**config.mk**
```make
export PLATFORM = sky130hd
export DESIGN_NAME = stream_upsizer_32to256
export DESIGN_NICKNAME = d
export VERILOG_FILES = /design/src/rtl/stream_upsizer_pkg.sv /design/src/rtl/stream_perf_cnt.sv /design/src/rtl/stream_upsizer_32to256.sv
export SDC_FILE = /design/constraint.sdc
export NUM_CORES = 1
export LEC_CHECK = 0
export ABC_CLOCK_PERIOD_IN_PS = 10050
export CELL_PAD_IN_SITES_DETAIL_PLACEMENT = 1
export CELL_PAD_IN_SITES_GLOBAL_PLACEMENT = 1
export CORE_UTILIZATION = 43
export DETAILED_ROUTE_END_ITERATION = 10
export GPL_TIMING_DRIVEN = 0
export HOLD_SLACK_MARGIN = 0.05
export PLACE_DENSITY_LB_ADDON = 0.12
export SYNTH_ARGS = -nofsm -noshare
export SYNTH_HDL_FRONTEND = slang
export SYNTH_SLANG_ARGS = --single-unit
```
**constraint.sdc**
```tcl
create_clock -name clk -period 10.05 [get_ports clk]
set_clock_uncertainty 0.2 [all_clocks]
set_input_delay 2.01 -clock clk [delete_from_list [all_inputs] [get_ports clk]]
set_output_delay 2.01 -clock clk [all_outputs]
set_load 0.05 [all_outputs]
```
**src/rtl/stream_upsizer_pkg.sv**
```systemverilog
// Shared widths, fill-state encoding and helpers for the 32-to-256 stream upsizer.
// The STREAM_UPSIZER_PERF_CNT_EN build option uses CNT_W for its counter width.
package stream_upsizer_pkg;

    localparam int DIN_W  = 32;
    localparam int DOUT_W = 256;
    localparam int RATIO  = DOUT_W / DIN_W;
    localparam int CNT_W  = 32;

    function automatic int clog2(input int value);
        int result;
        int remain;
        result = 0;
        remain = value - 1;
        while (remain > 0) begin
            result = result + 1;
            remain = remain >> 1;
        end
        return result;
    endfunction

    localparam int FILL_W = clog2(RATIO);

    typedef enum logic {
        FILL,
        LAST_SLOT
    } fillState_e;

    // Bit i set for every word slot at or below the closing word's position.
    function automatic logic [RATIO-1:0] keep_mask(input logic [FILL_W-1:0] count);
        logic [RATIO-1:0] mask;
        mask = '0;
        for (int i = 0; i < RATIO; i++) begin
            mask[i] = (i <= int'(count));
        end
        return mask;
    endfunction

endpackage

```
**src/rtl/stream_perf_cnt.sv**
```systemverilog
// Saturating event counter used for the optional upsizer performance statistics
// (enabled by STREAM_UPSIZER_PERF_CNT_EN in the top level).
module stream_perf_cnt
    import stream_upsizer_pkg::*;
(
    input  logic             clk,
    input  logic             reset,
    input  logic             en_i,
    output logic [CNT_W-1:0] cnt_o
);

    logic [CNT_W-1:0] cnt_q;

    always_ff @(posedge clk) begin
        if (reset) begin
            cnt_q <= '0;
        end else if (en_i && (cnt_q != '1)) begin
            cnt_q <= cnt_q + CNT_W'(1);
        end
    end

    assign cnt_o = cnt_q;

endmodule

```
**src/rtl/stream_upsizer_32to256.sv**
```systemverilog
// Packs 32-bit valid/ready words little-endian into 256-bit beats; din_last flushes a
// partial, zero-padded group. Define STREAM_UPSIZER_PERF_CNT_EN for traffic counters.
module stream_upsizer_32to256
    import stream_upsizer_pkg::*;
(
    input  logic              clk,
    input  logic              reset,
    input  logic [DIN_W-1:0]  din_data,
    input  logic              din_valid,
    input  logic              din_last,
    output logic              din_ready,
    output logic [DOUT_W-1:0] dout_data,
    output logic [RATIO-1:0]  dout_keep,
    output logic              dout_last,
    output logic              dout_valid,
`ifdef STREAM_UPSIZER_PERF_CNT_EN
    output logic [CNT_W-1:0]  in_word_cnt,
    output logic [CNT_W-1:0]  in_stall_cnt,
    output logic [CNT_W-1:0]  out_stall_cnt,
`endif
    input  logic              dout_ready
);

    fillState_e        state_q;
    logic [FILL_W-1:0] count_q;
    logic [DIN_W-1:0]  slot_q [RATIO-1];
    logic              readyEn_q;
    logic [DOUT_W-1:0] data_q;
    logic [RATIO-1:0]  keep_q;
    logic              last_q;
    logic              valid_q;
    logic [DOUT_W-1:0] beat_d;

    logic closingWord;
    logic outFree;
    logic inFire;
    logic outFire;

    // A closing word needs the output register to be free this cycle or emptying now.
    assign closingWord = (state_q == LAST_SLOT) || din_last;
    assign outFree     = !valid_q || dout_ready;
    assign din_ready   = readyEn_q && (!closingWord || outFree);
    assign inFire      = din_valid && din_ready;
    assign outFire     = valid_q && dout_ready;

    always_comb begin
        beat_d = '0;
        for (int i = 0; i < RATIO - 1; i++) begin
            if (FILL_W'(i) < count_q) begin
                beat_d[i*DIN_W +: DIN_W] = slot_q[i];
            end
        end
        for (int i = 0; i < RATIO; i++) begin
            if (FILL_W'(i) == count_q) begin
                beat_d[i*DIN_W +: DIN_W] = din_data;
            end
        end
    end

    always_ff @(posedge clk) begin
        if (reset) begin
            state_q   <= FILL;
            count_q   <= '0;
            readyEn_q <= 1'b0;
            data_q    <= '0;
            keep_q    <= '0;
            last_q    <= 1'b0;
            valid_q   <= 1'b0;
            for (int i = 0; i < RATIO - 1; i++) begin
                slot_q[i] <= '0;
            end
        end else begin
            readyEn_q <= 1'b1;
            if (outFire) begin
                valid_q <= 1'b0;
            end
            if (inFire) begin
                if (closingWord) begin
                    data_q  <= beat_d;
                    keep_q  <= keep_mask(count_q);
                    last_q  <= din_last;
                    valid_q <= 1'b1;
                    count_q <= '0;
                    state_q <= FILL;
                end else begin
                    for (int i = 0; i < RATIO - 1; i++) begin
                        if (FILL_W'(i) == count_q) begin
                            slot_q[i] <= din_data;
                        end
                    end
                    count_q <= count_q + FILL_W'(1);
                    state_q <= (count_q == FILL_W'(RATIO - 2)) ? LAST_SLOT : FILL;
                end
            end
        end
    end

    assign dout_data  = data_q;
    assign dout_keep  = keep_q;
    assign dout_last  = last_q;
    assign dout_valid = valid_q;

`ifdef STREAM_UPSIZER_PERF_CNT_EN
    stream_perf_cnt uInWordCnt (
        .clk   (clk),
        .reset (reset),
        .en_i  (inFire),
        .cnt_o (in_word_cnt)
    );

    stream_perf_cnt uInStallCnt (
        .clk   (clk),
        .reset (reset),
        .en_i  (din_valid && !din_ready),
        .cnt_o (in_stall_cnt)
    );

    stream_perf_cnt uOutStallCnt (
        .clk   (clk),
        .reset (reset),
        .en_i  (valid_q && !dout_ready),
        .cnt_o (out_stall_cnt)
    );
`endif

endmodule

```
# Yosys cells after proc, flatten, opt, wreduce, memory -nomap -nowiden
# Memories as Yosys holds them, arrays and structs flattened.
# Index checks and enable logic that the tools add are counted.
# W data, S select, Z words.
[totals] ff_bits=271 latch_bits=0 ramBits=224 romBits=0 inputBits=37 word_cells=114 mem_count=1
[op_classes] add_sub_neg=1 mul=0 div_mod_pow=0 magnitude_cmp=14 eq_ne=8 n_shift=0 n_mux=66 bitwise_logic=7 n_reduce_logical=10
[mem_list] name="slot_q" words=7 width=32 rd=7 rd_ports_with_merged_regs=0 wr=7 line_no="stream_upsizer_32to256.sv:26" rtl="logic [DIN_W-1:0] slot_q [RATIO-1];"
[ops] operator="$mux W32" n=22
[ops] operator="$mux W1" n=43
[ops] operator="$eq A3 B3 Y1 const A" n=4
[ops] operator="$le A3 B3 Y1 const A" n=4
[ops] operator="$lt A3 B3 Y1 const A" n=3
[ops] operator="$or A1 B1 Y1" n=7
[ops] operator="$eq A2 B3 Y1 const A" n=2
[ops] operator="$le A2 B3 Y1 const A" n=2
[ops] operator="$lt A1 B3 Y1 const A" n=2
[ops] operator="$lt A2 B3 Y1 const A" n=2
[ops] operator="$add A3 B1 Y3 const B" n=1
[ops] operator="$eq A1 B3 Y1 const A" n=1
[ops] operator="$eq A3 B3 Y1 const B" n=1
[ops] operator="$le A1 B3 Y1 const A" n=1
[ops] operator="$logic_and A1 B1 Y1" n=3
[ops] operator="$logic_not A3 Y1" n=1
[ops] operator="$logic_or A1 B1 Y1" n=3
[ops] operator="$mux W3" n=1
[ops] operator="$logic_not A1 Y1" n=2
[ops] operator="$reduce_and A2 Y1" n=1

# Depth between registers and ports, before layout
[logic_depth] depth_word=9 ltp_mapped=10

# Worst setup path after synthesis
# Ideal clock, no wire load.
[synth_path] kind="in2out" start="input din_last" end="output din_ready" arrival_ns=2.735 path_slack_ns=5.105 cell_stages=2 cell_sequence="nor2_1 -> o21a_1"
[synth_via] elab_chain_len=4
[synth_rtl] item="from (decl)" line_no="stream_upsizer_32to256.sv:10" rtl="input logic din_last,"
[synth_rtl] item="$logic_or A1 B1 Y1" line_no="stream_upsizer_32to256.sv:40" rtl="assign closingWord = (state_q == LAST_SLOT) || din_last;"
[synth_rtl] item="$logic_not A1 Y1" line_no="stream_upsizer_32to256.sv:42" rtl="assign din_ready = readyEn_q && (!closingWord || outFree);"
[synth_rtl] item="$logic_or A1 B1 Y1" line_no="stream_upsizer_32to256.sv:42"
[synth_rtl] item="$logic_and A1 B1 Y1" line_no="stream_upsizer_32to256.sv:42"
[synth_rtl] item="to (decl)" line_no="stream_upsizer_32to256.sv:11" rtl="output logic din_ready,"
# No other way between the ends.

# Final worst setup path
# Ends and elaborated chain as after synthesis.

==> reports/qor.csv <==
metric;value;unit
status;finished clean;
DP HPWL;55200;um
sw frac;25.5;%
TritonCTS clock tree;built;
Antenna Cells;0;
Critical Path Max Stage Delay;830;ps
crit end category;output port;
CTS Hold Buffers Added;0;
flop and latch count out of synthesis;495;
Net count, final;2402;
slew at the pin with the worst max-slew slack;1130;ps
number of synthesized flops with an enable pin;224;
crit start category;primary input;
Area Growth Syn to Fin;26.2;%
Port-buffer cells;271;
fraction of layout cells with a size suffix above 1;4.78;%
cell family with most CP delay;buffers and inverters;
DR iter-0 viols;1732;
first-pass GRT wire length;111000;um
sequential power share;49.2;%
vias per cell;5.94;
Psw;1.14;mW
Die W;215;um
final wirelength;75700;um
Worst EP arrival;4190;ps
GP Congestion;0.869;
Worst Path Max Fanout;5;
Max Cap Viol;0;
worst path cell trace;clkdlybuf4s50_1 > nor2_1 > o21a_1 > clkdlybuf4s50_1;
fraction of registers with async set/reset;0;%
clock-pin slew on the worst setup and hold paths;60;ps
top post-synthesis cells by count;nor2_1, dfxtp_1, edfxtp_1, o21ai_0, nand2_1;
CP required;7840;ps
crit path buf inv count;2;
P_int;3.33;mW
Fmax;156;MHz
Top Ports;304;
Comb pwr share;8.7;%
Synth Net Count;2077;
Min-Delay Path Class;reg -> reg;
total power;4.47;mW
DRC;0;
CORE AREA;44500;um^2
Yosys warnings;0;
initial antenna violation count;1;
RSZ-0062 raised after global routing;no;
CP dominant cell by count;clkdlybuf4s50_1;
DP Cell Count;2899;
Placement Cell Area;23000;um^2
area taken by multi-input logic gates;6420;um^2
minimum clock period;6400;ps
Sequential Area;12200;um^2
row cnt;77;
Avg Cell Area, Syn;9.59;um^2
Most used DFF post-synth;dfxtp_1;
WL/cell;25.2;um
clock root buffer;clkbuf_16;
top cells by area, synth;edfxtp_1, dfxtp_1, nor2_1;
Die ar.;46300;um^2
final hold violation count;0;
count leader, synth;nor2_1;
CTS Buffer Depth;3;
post-route design area;24600;um^2
Power Dens Cells;182;nW/um^2
die height;215;um
vias in the first global route;17900;
total CTS buffers;52;
Initial Utilization;43.9;%
Detail Route Antenna Nets;0;
worst vdd ir;0.125;mV
Setup TNS Final;0;ps
pin count of the biggest net entering global routing;33;
Worst-Skew Late Latency;610;ps
fill count;4999;
Post-Layout Cell Count;2997;
CTS H-tree lvls;2;
Post-Syn Instances;2036;
Leakage Power;8.78;nW
Syn Std Cell Area;19500;um^2
register area share after synthesis;62.2;%
Crit-path slowest cell;clkdlybuf4s50_1;
drt pass-1 iters;5;
GRT Overall Usage;32.0;%
total clock sinks;495;
Setup violations, final;0;
Tcrit/Tclk final;63.6;%
Yosys top cell area share;34.4;%
Worst slew margin;24.6;%
Yosys top cell by area;edfxtp_1;
DR vias;17800;
Max Slew Vio Count;0;
Distinct cells, synth;33;
Clock Power Share;42.2;%
post-CTS sizing;0;
gr ovfl total;0;
Setup Fix Bufs, Post-CTS;0;
critical path class;in -> out;
[metrics by stage]
stage	worst slack [ps]	hold WS (ps)	utilization, %
floorplan	5110	285	-
global placement	3800	241	51.6
detailed placement	3790	243	51.7
CTS	3730	251	55.3
global route	3650	264	55.4
finish	3650	249	55.4
[worst min-delay path, delay by kind of cell (launching register included)]
family / cells / cell delay [ps]
flops: 1 / 310
simple gates: 1 / 50
compound gates: 1 / 50
[registers in the layout, indices dropped and copies added, names as in the netlist]
register and cells:
dout_keep 8, count_q 3, dout_last 1, state_q 1
dout_valid 1, slot_q 224, readyEn_q 1, dout_data 256
[placed cells by master (no fill, tap or decap), types with 2 or more instances in the layout]
cell             synthesis  routed
dfxtp_1                271     271
nor2b_1                  3       3
clkbuf_8                 0       9
nor3_2                   2       2
or2_2                    2       2
ha_1                     4       4
clkdlybuf4s50_1          0     271
a22oi_1                 98      98
clkinv_1                 0       2
nor3_1                  38      38
a221oi_1                96      96
clkbuf_16                0      55
o211ai_1                 2       2
o21bai_1                 2       2
clkbuf_1               172     200
clkinv_2                 0       3
inv_1                   35      35
a21oi_1                 39      39
buf_1                    6       6
edfxtp_1               224     224
buf_2                   33      33
a211oi_1                32      32
nor2_1                 461     461
nand2_2                  0       7
nand3_1                 65      65
o21ai_0                224     224
nand2_1                213     206
nand4_1                  3       3
[cell families (layout without fill, tap and decap cells)]
logic type	count (synthesis)	after routing	share of synthesized area, %
simple gates	793	793	16.2
compound gates	495	495	16.3
flops	495	495	62.2
buf+inv	248	617	5.00
fa+ha+maj	4	4	0.256
mux	1	1	0.0513
[final cells by class]
| type | count | area share [%] |
|---|---|---|
| sequential | 495 | 49.3 |
| timing repair buffer | 271 | 11.0 |
| tap | 592 | 3.01 |
| clock inverter | 6 | 0.157 |
| multi-input combinational | 1293 | 26.1 |
| buffer | 212 | 3.41 |
| clock buffer | 92 | 6.51 |
| inverter | 36 | 0.548 |
[metal layers]
layer,share of wire [%],track usage [%]
met2,48,52.9
met1,41,42.7
met4,3.3,11.2
met3,7.5,5.15
met5,0,0
[power groups by stage]
stage / sequential (mW) / combinational [mW] / clock, mW
CTS: 2.20 / 0.385 / 1.89
detailed placement: 2.24 / 0.381 / 0
global route: 2.20 / 0.406 / 1.97
floorplan: 2.32 / 0.137 / 0
finish: 2.20 / 0.387 / 1.89
global placement: 2.24 / 0.372 / 0
[final timing paths]
path,start,endpoint,slack [ps],depth (start not counted)
hold / removal,dout_data[230]$_SDFFE_PP0P_,dout_data[230]$_SDFFE_PP0P_,250,2
hold reg to reg,dout_data[230]$_SDFFE_PP0P_,dout_data[230]$_SDFFE_PP0P_,250,2
setup / recovery,din_last,din_ready,3650,4
setup reg to reg,count_q[0]$_SDFFE_PP0P_,slot_q[0][9]$_SDFFCE_PN0P_,5590,10
(Power assumes the default switching activity.)
